**src/rtl/uart_tx_arbiter.sv**
```systemverilog
// Round-robin arbiter sharing one UART transmitter between NUM_REQ byte producers.
// Latency: req_ready is combinational in IDLE; te_out/data_out register on the transfer edge.
// Backpressure: one byte per frame; req_ready stays low while a frame, its gap or en=0 blocks grants.
module uart_tx_arbiter #(
  parameter int NUM_REQ     = 2,
  parameter int ARM_TIMEOUT = 1024,
  parameter int GAP_CYCLES  = 2,
  localparam int IW = (NUM_REQ > 1) ? $clog2(NUM_REQ) : 1
) (
  input  logic                 clk,
  input  logic                 rst,
  input  logic                 en,
  input  logic [3:0]           cfg_char_size,
  input  logic [NUM_REQ-1:0]   req_valid,
  input  logic [8*NUM_REQ-1:0] req_data,
  output logic [NUM_REQ-1:0]   req_ready,
  input  logic                 tx_busy_in,
  output logic                 te_out,
  output logic [7:0]           data_out,
  output logic [3:0]           char_size_out,
  output logic [IW-1:0]        grant_id,
  output logic                 busy,
  output logic                 timeout_err
);

  localparam int AW = (ARM_TIMEOUT > 1) ? $clog2(ARM_TIMEOUT) : 1;
  localparam int GW = (GAP_CYCLES > 1) ? $clog2(GAP_CYCLES) : 1;
  localparam logic [AW-1:0] ARM_LAST = AW'(ARM_TIMEOUT - 1);
  localparam logic [GW-1:0] GAP_LAST = GW'((GAP_CYCLES > 0) ? GAP_CYCLES - 1 : 0);

  typedef enum logic [1:0] {IDLE, ARM, WAIT_DONE, GAP} state_t;

  state_t          state, state_nxt;
  logic            busy_meta, busy_s;
  logic [IW-1:0]   ptr, winner, hi_idx, lo_idx;
  logic            hi_found, lo_found, any_vld;
  logic            grant, arm_expire, gap_done;
  logic [AW-1:0]   arm_cnt;
  logic [GW-1:0]   gap_cnt;
  logic [3:0]      char_size_clamped;

  // Two-flop synchroniser for the baud-domain busy flag.
  always_ff @(posedge clk or posedge rst) begin
    if (rst) begin
      busy_meta <= 1'b0;
      busy_s    <= 1'b0;
    end else begin
      busy_meta <= tx_busy_in;
      busy_s    <= busy_meta;
    end
  end

  // Round-robin search: first valid above the pointer, else first valid at or below it.
  always_comb begin
    hi_found = 1'b0;
    lo_found = 1'b0;
    hi_idx   = '0;
    lo_idx   = '0;
    for (int i = 0; i < NUM_REQ; i++) begin
      if (req_valid[i]) begin
        if (i > int'(ptr)) begin
          if (!hi_found) begin
            hi_found = 1'b1;
            hi_idx   = IW'(i);
          end
        end else if (!lo_found) begin
          lo_found = 1'b1;
          lo_idx   = IW'(i);
        end
      end
    end
    winner  = hi_found ? hi_idx : lo_idx;
    any_vld = hi_found | lo_found;
  end

  // A grant also waits for busy_s to clear, so a frame still running after reset is never overlapped.
  assign grant      = !rst && (state == IDLE) && en && any_vld && !busy_s;
  assign arm_expire = (arm_cnt == ARM_LAST);
  assign gap_done   = (gap_cnt == GAP_LAST);
  assign busy       = (state != IDLE);
  assign char_size_clamped = (cfg_char_size >= 4'd5 && cfg_char_size <= 4'd8) ? cfg_char_size : 4'd8;

  // One-hot accept strobe for the winning requester in the transfer cycle.
  always_comb begin
    req_ready = '0;
    if (grant) req_ready[winner] = 1'b1;
  end

  // State register.
  always_ff @(posedge clk or posedge rst) begin
    if (rst) state <= IDLE;
    else     state <= state_nxt;
  end

  // Next-state logic; busy_s takes priority over the arm timeout on the same edge.
  always_comb begin
    state_nxt = state;
    case (state)
      IDLE:      if (grant) state_nxt = ARM;
      ARM: begin
        if (busy_s)          state_nxt = WAIT_DONE;
        else if (arm_expire) state_nxt = IDLE;
      end
      WAIT_DONE: if (!busy_s) state_nxt = (GAP_CYCLES == 0) ? IDLE : GAP;
      GAP:       if (gap_done) state_nxt = IDLE;
      default:   state_nxt = IDLE;
    endcase
  end

  // Per-state counters; each clears whenever its state is (re)entered or left.
  always_ff @(posedge clk or posedge rst) begin
    if (rst) begin
      arm_cnt <= '0;
      gap_cnt <= '0;
    end else begin
      arm_cnt <= (state == ARM && state_nxt == ARM) ? arm_cnt + 1'b1 : '0;
      gap_cnt <= (state == GAP && state_nxt == GAP) ? gap_cnt + 1'b1 : '0;
    end
  end

  // Transmitter-facing outputs; data and size only move on a transfer so they stay stable mid-frame.
  always_ff @(posedge clk or posedge rst) begin
    if (rst) begin
      te_out        <= 1'b0;
      timeout_err   <= 1'b0;
      data_out      <= 8'h00;
      char_size_out <= 4'd8;
      grant_id      <= '0;
      ptr           <= IW'(NUM_REQ - 1);
    end else begin
      te_out      <= (state_nxt == ARM);
      timeout_err <= (state == ARM) && !busy_s && arm_expire;
      if (grant) begin
        data_out      <= req_data[{winner, 3'b000} +: 8];
        char_size_out <= char_size_clamped;
        grant_id      <= winner;
        ptr           <= winner;
      end
    end
  end

endmodule

```
**config.mk**
```make
export PLATFORM = sky130hd
export DESIGN_NAME = uart_tx_arbiter
export DESIGN_NICKNAME = d
export VERILOG_FILES = /design/src/rtl/uart_tx_arbiter.sv
export SDC_FILE = /design/constraint.sdc
export NUM_CORES = 1
export LEC_CHECK = 0
export ABC_CLOCK_PERIOD_IN_PS = 2300
export BUFFER_PORTS_ARGS = -buffer_cell sky130_fd_sc_hd__buf_4
export CORE_ASPECT_RATIO = 0.75
export CORE_UTILIZATION = 50
export CTS_CLUSTER_DIAMETER = 60
export DETAILED_ROUTE_END_ITERATION = 16
export GPL_TIMING_DRIVEN = 0
export HOLD_SLACK_MARGIN = 0.1
export PLACE_DENSITY = 0.83
export SLEW_MARGIN = 20
export SYNTH_ARGS = -nofsm -noshare
export SYNTH_HDL_FRONTEND = slang
export SYNTH_SLANG_ARGS = --single-unit
```
**constraint.sdc**
```tcl
create_clock -name clk -period 2.3 [get_ports clk]
set_input_delay 0.23 -clock clk [delete_from_list [all_inputs] [get_ports clk]]
set_output_delay 0.23 -clock clk [all_outputs]
set_load 0.02 [all_outputs]
```
==> impl_metrics.yaml <==
outcome:
  status: "finished clean"
clock_tree:
  numCtsBuffers: 5
  cts_tree: "done"
  htreeDepth: 2
  clockBufferDepth: 2
  clock_sinks: 31
  cts-root-buf: "clkbuf_8"
  clkTransAtPathRegs_ns: 0.06
  worstSkewPairLatency_ns: 0.28
final_layout:
  multiInputGateArea_um2: 611.8
  diodes: 0
  fillers: 183
  fin_nets: 200
  drive_above_1_share_pct: 46.82
  regArea_um2: 780.7
  syn_to_final_growth_pct: 33.30
  final_common_cell: "buf_4"
  final_cell_mix: "buf_4 (46), dfrtp_1 (27), mux2_2 (14), nor2_1 (7), inv_1 (7)"
  final_core_util_pct: 72.04
  stdcell_count: 209
placed_design:
  place_inst: 198
  hpwlAfterDp_mm: 2.176
  io_buffers: 43
  gp_congestion: 0.7268
global_routing:
  grt_max_degree: 32
  antenna_found_initial: 0
  gr-total-overflow: 0
  grt_pass1_wl_mm: 5.050
  grt_use_total_pct: 21.99
  grt_pass1_vias: 1110
yosys:
  synthAdderAreaFrac_pct: 0.8696
  seq_area_frac_synth_pct: 54.09
  ys_warn_count: 0
  avgSynthCellArea_um2: 12.09
  yosys.area_share.simple_pct: 14.35
  synth-seq-cells: 31
  synthCells: 119
  synth_xor_area_share_pct: 1.826
  synth.cell_area_um2: 1439
  synth.distinct_cells: 35
  synth_fp_nets: 146
  synth_compound_area_share_pct: 7.217
  synth_top_family_by_area: "multiplexers"
  synth.mux.area_fraction_pct: 18.26
routing:
  drc: 0
  routed_via_density: 5.311
  ant_nets: 0
  drtIter0Drc: 79
  wirelength_mm: 3.121
  drtPass1Iterations: 4
  route.detailed.wl_per_inst_um: 14.93
  num_vias: 1110
job:
  drv_cap: 0
pwr:
  p_per_area_nw_per_um2: 1008
  power_leakage_nw: 0.8799
  ir_worst_vdd_uv: 640.0
  power_w: 0.001933
setup_path:
  timing_worst_setup_path_type: "register to output pin"
  cp-start-kind: "register"
  critPathMaxFanout: 8
  worstPathRequired_ns: 2.07
  critPathArrivalTime_ns: 1.95
  cp-end-kind: "output pin"
timing:
  rsz0062_at_grt: "no"
  setup_tns_ns: 0
  tightest_slew_ns: 0.9954
  setup_violations: 0
  hold_viol: 0
  fin_crit_ns: 2.175
  report.final.slew_viol_count: 0
  post-route-period-util_pct: 94.57
  hold-worst-slack_ns: 0.06994
  fmax_mhz: 459.7
  finalClockSkew_ns: 0.006271
  relSlewSlack_pct: 33.07
min_path:
  worstHoldPathType: "input pin to asynchronous set/reset pin"
floorplan:
  rows: 16
  die_x_um: 63.95
  die_h_um: 48.46
  initial_core_util_pct: 54.04
  dieArea_um2: 3098
  core_area_um2: 2663
  num_io_pins: 44
==> power by group <==
part	internal [W]	leakage, nW	switching (W)	total [W]
Combinational	0.000362	0.448	0.000337	0.000699
Clock	0.000208	0.0383	0.000189	0.000397
Sequential	0.000717	0.394	0.000121	0.000837
Total	0.00129	0.880	0.000647	0.00193
==> cells by family (layout without fill, tap and decap cells) <==
| group | Yosys count | after routing |
|---|---|---|
| simple gates | 35 | 35 |
| flops | 31 | 31 |
| mux | 22 | 22 |
| compound gates | 17 | 17 |
| buf+inv | 10 | 64 |
| xor+xnor | 3 | 3 |
| fa+ha+maj | 1 | 1 |
==> cell usage after synthesis <==
cell / number / area, µm²
nor3b_1: 1 / 7.510
o21ai_0: 5 / 25.02
a21oi_1: 5 / 25.02
ha_1: 1 / 12.51
nand3_1: 3 / 15.01
mux2_4: 5 / 75.07
o22ai_1: 1 / 6.260
nor2_1: 7 / 26.28
clkbuf_1: 1 / 3.750
xor2_1: 1 / 8.760
mux2_2: 14 / 157.7
mux2i_1: 3 / 30.03
a31oi_1: 1 / 6.260
nand2b_1: 1 / 6.260
dfrtp_1: 29 / 725.7
or3b_1: 1 / 8.760
nand2_1: 6 / 22.52
or4b_4: 1 / 13.76
inv_1: 8 / 30.03
a21boi_0: 1 / 7.510
dfstp_2: 2 / 52.55
nor4_1: 2 / 12.51
xnor2_1: 2 / 17.52
or3_1: 4 / 25.02
or4_1: 1 / 7.510
nor2b_1: 2 / 12.51
nor3_4: 1 / 16.27
and2_2: 1 / 7.510
or2_2: 1 / 6.260
a211oi_1: 1 / 7.510
o31ai_1: 1 / 7.510
a21bo_2: 1 / 10.01
nand4_1: 3 / 18.77
o32ai_1: 1 / 8.760
buf_8: 1 / 15.01
==> state kept, by name (all words and copies together), names as in the netlist, 2 cells and up <==
| register | flops |
|---|---|
| char_size_out | 4 |
| state | 2 |
| arm_cnt | 10 |
| data_out | 8 |
==> cell type report <==
class                      count  area share [%]
sequential                    31           40.70
inverter                       8           1.566
tap                           36           2.348
multi-input combinational     78           31.90
clock buffer                   7           3.979
timing repair buffer          47           18.53
buffer                         2          0.9785
==> worst max-delay path, stage by stage, from the launching register on <==
cell and delay (ns):
dfrtp_2 0.45, or4b_4 0.59, nor3_4 0.24, buf_8 0.13
and2_2 0.13, buf_4 0.13
==> through the flow <==
step	cell area [µm²]	setup WS, ns
2_1_floorplan	1439	0.3486
3_3_place_gp	1807	0.1757
3_5_place_dp	1807	0.1125
4_1_cts	1901	0.01021
5_1_grt	1918	0.07270
6_report	1918	0.1248
==> path summary, 6_finish.rpt <==
| path | start | to | slack (ns) | depth (start not counted) |
|---|---|---|---|---|
| max in group asynchronous | rst | state[1] | 1.78 | 2 |
| max reg2reg | state[1] | grant_id | 0.29 | 5 |
| max | state[1] | req_ready[1] | 0.12 | 5 |
| min | rst | arm_cnt[7] | 0.07 | 2 |
| min in group clk | cfg_char_size[0] | char_size_out[0] | 0.21 | 3 |
| min reg2reg | busy_meta | busy_s | 0.37 | 0 |
==> timing repair <==
item / in CTS / in global routing
hold endpoints to repair: 1 / 0
hold buffers: 1 / 0
resized for setup: 0 / 2
setup buffers: 1 / 2
setup endpoints to repair: 1 / 1
pin swaps: 1 / 1
==> routing by layer <==
metal / track usage [%] / routed length (µm) / vias to the layer above
li1: - / - / 528
met1: 27.92 / 1310 / 545
met2: 36.88 / 1646 / 34
met3: 6.368 / 140 / 3
met4: 5.682 / 23 / 0
met5: 0 / 0 / -
No activity file was read; power rests on OpenSTA's default activity.
